File: src/rtl/expr_pkg.sv
// Shared definitions for the expression serializer and recognizer.
// ASCII character codes, operator encoding and FSM states.
package expr_pkg;

  localparam logic [7:0] CH_ZERO = 8'h30;
  localparam logic [7:0] CH_PLUS = 8'h2B;
  localparam logic [7:0] CH_MUL  = 8'h2A;
  localparam logic [7:0] CH_NUL  = 8'h00;

  localparam logic OP_ADD = 1'b0;
  localparam logic OP_MUL = 1'b1;

  typedef enum logic [1:0] {
    IDLE,
    SEND,
    FIN
  } state_t;

endpackage

File: src/rtl/expr_char_enc.sv
// Maps character index k to its ASCII code.
// Even k selects a digit, odd k selects an operator.
module expr_char_enc
  import expr_pkg::*;
#(
  parameter int MAX_OPND = 8,
  parameter int KW       = 4,
  parameter int OW       = 7
) (
  input  logic [KW-1:0]         k,
  input  logic [4*MAX_OPND-1:0] digits,
  input  logic [OW-1:0]         ops,
  output logic [7:0]            ch
);

  logic [KW-1:0] idx;
  logic [3:0]    dig;
  logic          op;

  assign idx = k >> 1;

  always_comb begin
    dig = 4'h0;
    op  = OP_ADD;
    for (int i = 0; i < MAX_OPND; i++)
      if (int'(idx) == i) dig = digits[4*i +: 4];
    for (int i = 0; i < OW; i++)
      if (int'(idx) == i) op = ops[i];
  end

  always_comb begin
    ch = CH_NUL;
    unique case (1'b1)
      !k[0]:              ch = CH_ZERO + {4'h0, dig};
      k[0] && op == OP_MUL: ch = CH_MUL;
      default:            ch = CH_PLUS;
    endcase
  end

endmodule

File: src/rtl/expr_serializer.sv
// Serializes a parallel digit/operator expression into ASCII
// characters over a valid/ready stream; all outputs registered.
module expr_serializer
  import expr_pkg::*;
#(
  parameter int MAX_OPND = 8,
  parameter int CW       = $clog2(MAX_OPND + 1)
) (
  input  logic                   clk,
  input  logic                   clr,
  input  logic                   start,
  input  logic [CW-1:0]          opnd_cnt,
  input  logic [4*MAX_OPND-1:0]  digits,
  input  logic [(MAX_OPND > 1 ? MAX_OPND-1 : 1)-1:0] ops,
  output logic [7:0]             ch,
  output logic                   ch_valid,
  input  logic                   ch_ready,
  output logic                   busy,
  output logic                   done,
  output logic                   err
);

  localparam int OW = (MAX_OPND > 1) ? MAX_OPND - 1 : 1;
  localparam int KW = (MAX_OPND > 1) ? $clog2(2 * MAX_OPND) : 1;

  state_t                state, state_nxt;
  logic [KW-1:0]         k, k_nxt, k_last;
  logic                  req, take, bad, err_d;
  logic [CW-1:0]         n_r;
  logic [4*MAX_OPND-1:0] dig_r;
  logic [OW-1:0]         ops_r;
  logic [7:0]            enc_ch, ch_d;

  // Request is latched first and validated from registers next cycle.
  assign take   = (state == IDLE) && !req && start;
  assign k_last = KW'((int'(n_r) << 1) - 2);

  always_comb begin
    bad = (n_r == '0) || (int'(n_r) > MAX_OPND);
    for (int i = 0; i < MAX_OPND; i++)
      if (i < int'(n_r) && dig_r[4*i +: 4] > 4'd9) bad = 1'b1;
  end

  always_comb begin
    state_nxt = state;
    k_nxt     = k;
    err_d     = 1'b0;
    unique case (state)
      IDLE: begin
        if (req) begin
          if (bad) begin
            err_d = 1'b1;
          end else begin
            state_nxt = SEND;
            k_nxt     = '0;
          end
        end
      end
      SEND: begin
        if (ch_valid && ch_ready) begin
          if (k == k_last) state_nxt = FIN;
          else             k_nxt     = k + 1'b1;
        end
      end
      FIN: begin
        state_nxt = IDLE;
        k_nxt     = '0;
      end
      default: begin
        state_nxt = IDLE;
        k_nxt     = '0;
      end
    endcase
  end

  expr_char_enc #(
    .MAX_OPND (MAX_OPND),
    .KW       (KW),
    .OW       (OW)
  ) u_enc (
    .k      (k_nxt),
    .digits (dig_r),
    .ops    (ops_r),
    .ch     (enc_ch)
  );

  assign ch_d = (state_nxt == SEND) ? enc_ch : CH_NUL;

  always_ff @(posedge clk or negedge clr) begin
    if (!clr) begin
      state    <= IDLE;
      k        <= '0;
      req      <= 1'b0;
      n_r      <= '0;
      dig_r    <= '0;
      ops_r    <= '0;
      ch       <= CH_NUL;
      ch_valid <= 1'b0;
      busy     <= 1'b0;
      done     <= 1'b0;
      err      <= 1'b0;
    end else begin
      state    <= state_nxt;
      k        <= k_nxt;
      req      <= take;
      if (take) begin
        n_r   <= opnd_cnt;
        dig_r <= digits;
        ops_r <= ops;
      end
      ch       <= ch_d;
      ch_valid <= (state_nxt == SEND);
      busy     <= (state_nxt != IDLE);
      done     <= (state_nxt == FIN);
      err      <= err_d;
    end
  end

endmodule

File: config.mk
export PLATFORM = sky130hd
export DESIGN_NAME = expr_serializer
export DESIGN_NICKNAME = d
export VERILOG_FILES = /design/src/rtl/expr_pkg.sv /design/src/rtl/expr_char_enc.sv /design/src/rtl/expr_serializer.sv
export SDC_FILE = /design/constraint.sdc
export NUM_CORES = 1
export LEC_CHECK = 0
export ABC_AREA = 0
export BUFFER_PORTS_ARGS = -buffer_cell sky130_fd_sc_hd__buf_2
export CORE_UTILIZATION = 30
export DETAILED_ROUTE_END_ITERATION = 7
export SYNTH_ARGS = -nofsm -noshare
export SYNTH_HDL_FRONTEND = slang
export SYNTH_HIERARCHICAL = 1
export SYNTH_SLANG_ARGS = --single-unit
File: constraint.sdc
create_clock -name clk -period 6.7 [get_ports clk]
set_input_delay 1.005 -clock clk [delete_from_list [all_inputs] [get_ports clk]]
set_output_delay 1.005 -clock clk [all_outputs]
set_load 0.02 [all_outputs]
==> results.toml <==
[run_status]
status = "complete, no violations"

[grt]
grt_pass1_vias = 2057
grt_start_max_net_pins = 63
grt_usage_pct = 13.8
antenna_found_initial = 0
grt_overflow_total = 0
grt_pass1_wl_um = 10500

[worst_hold_path]
hold_path_class = "reg -> reg"
min_path_cells = 1
whs_endpoint = "dig_r[0]"
hold_start = "dig_r[0]"

[sta]
setup_viol = 0
hold_viol = 0
fmax_mhz = 269
rsz0062_at_grt = "no"
skew_ps = 11.0
slew_violations = 0
maxSlewHeadroom_pct = 15.9
period_share_pct = 55.5
worst_pin_slew_ps = 1260
tns_ps = 0
fin_crit_ps = 3720

[detailed_routing]
firstDrtPassIters = 4
vias = 2011
avgViaCountPerCell = 4.77
post-route-drc-count = 0
totalWireLength_um = 6340
ant_nets = 0
wl_per_cell_um = 15.0
drt_iter0_markers = 95

[synth]
avgSynthCellArea_um2 = 12.9
ys_async_sr_fraction_pct = 100
synth_area_um2 = 2930
yosysTopAreaCellShare_pct = 52.9
synth_area_leaders = "dfrtp_1, mux2_2, mux4_2, and2_1, nand2_1"
ys_ff_latch = 62
synth_edf_count = 0
synth_common_cells = "dfrtp_1, mux2_2, nand2_1"
synthesis.instances = 227
ys.flop_type = "dfrtp_1"
synth.largest_area_cell = "dfrtp_1"
yosys_warnings = 6
seq_area_frac_synth_pct = 52.9
synth_most_common_cell = "dfrtp_1"
ys_types = 42

[cells_and_area]
n_fill_cell = 943
area.growth.synth_to_final_pct = 21.6
finalCoreUtilization_pct = 38.1
antenna_cells = 0
drive_gt1_share_pct = 44.4
nets = 338

[clock_network]
cts_resized = 0
h-tree-depth = 3
cts_setup_buffers = 0
cts_tree = "done"
clk_latency_ps = 340
cts_hold_repair.buffers = 0
clk_path_buf_depth = 2
cts_buffers = 9
cts-root-buf = "clkbuf_8"
clkTransAtPathRegs_ps = 70
cts_sinks = 62

[power_and_ir_drop]
fin_total_pwr_mw = 1.94
p_sw_share_pct = 36.0
leakagePower_nw = 1.61
combPwrFrac_pct = 45.1
p_switching_mw = 0.698
ir_drop_mv = 0.218
power.density_nw_per_um2 = 543
clkPwrFrac_pct = 18.8
internal_power_mw = 1.24
pwr-share-seq_pct = 36.1

[setup_path]
crit_fanout = 16
critical_path_required_ps = 6930
cp-start-kind = "flip-flop"
reg2reg_depth = 10
path_class = "reg -> reg"
r2r_slack_ps = 2980
r2r_end = "ch[0]"
critical_path.startpoint = "n_r[1]"
crit_path_end_kind = "flip-flop"
rr_startpoint = "n_r[1]"
arrival_ps = 3950

[die]
ios = 59
rows = 35
fp.coreArea_um2 = 9370
die_area_um2 = 10200
initial_utilization_pct = 31.3
die_h_um = 101
die_width_um = 101

[flow_run]
maxCapViolCount = 0

[place]
portBuffers = 58
finalWeightedCongestion = 0.919
dp_hpwl_um = 4690
worst max path at each step:
stage               cells past startpoint    end
floorplan                              13  ch[1]
global placement                       10  ch[0]
detailed placement                     10  ch[0]
CTS                                    10  ch[0]
global route                           10  ch[0]
finish                                 10  ch[0]
area by class of cell:
class / instances / area [um^2] / area share, %
Tap cell: 129 / 161 / 4.52
Multi-Input combinational cell: 150 / 1310 / 36.6
Clock inverter: 6 / 85.1 / 2.38
Clock buffer: 10 / 138 / 3.86
Timing Repair Buffer: 61 / 313 / 8.77
Sequential cell: 62 / 1550 / 43.5
Inverter: 4 / 15.0 / 0.421
state kept, by name, summed over array words and instances (netlist names):
name,count
done,1
state,2
ch_valid,1
busy,1
ops_r,7
req,1
dig_r,32
err,1
k,4
ch,8
n_r,4
critical path: stages, from the launching register on:
cell and delay, ps:
dfrtp_1 410, inv_1 110, ha_1 200, xor3_1 410, or4_1 630, a41oi_1 270, o211ai_1 520, nand2b_1 340
mux4_2 460, o2bb2ai_1 130, and2_1 130
cell usage in the layout (no fill, tap or decap), types with 3 or more instances in the layout:
cell type  instances
buf_2             58
and2_1            10
ha_1               3
o21a_1             3
mux4_2             6
o21ai_0           10
nor3_1             3
nor2_1             8
inv_1              4
dfrtp_1           62
nand2_1           18
buf_4              3
mux2i_1            4
nand2b_1           5
conb_1             3
mux2_2            42
clkbuf_8          10
per-layer routing:
metal	up-vias	routed length, um	share of wire, %	GRT usage [%]
met5	-	0	0	0
met4	0	168	2.6	6.24
met3	14	346	5.5	4.99
met2	64	3020	48	21.9
met1	990	2810	44	16.9
li1	943	-	-	-
power by group through the flow:
stage	clock (mW)	combinational, mW	sequential (mW)
after floorplan	0	0.677	0.680
after global placement	0	0.870	0.704
after detailed placement	0	0.881	0.708
after CTS	0.378	0.884	0.700
after global routing	0.396	0.965	0.723
final	0.364	0.874	0.700
kinds of logic (layout without fill, tap and decap cells):
logic type	after synthesis	count (layout)	synth area share, %
AO/OA/AOI/OAI	34	34	8.44
XOR/XNOR	3	3	1.41
adder cells (fa/ha/maj)	3	3	1.28
buffers and inverters	16	81	2.81
flip-flops	62	62	52.9
multiplexers	54	54	23.9
other	2	3	0.256
AND/OR/NAND/NOR	53	53	9.04
through the flow:
stage	instances	instance area [um^2]	hold WS, ps	setup WS (ps)
after floorplan	228	2940	472	3640
after global placement	406	3350	487	3110
after detailed placement	406	3350	495	3010
after CTS	422	3570	511	3000
after global routing	422	3570	529	2750
final	422	3570	503	2980
Power figures use the tool's default switching activity.
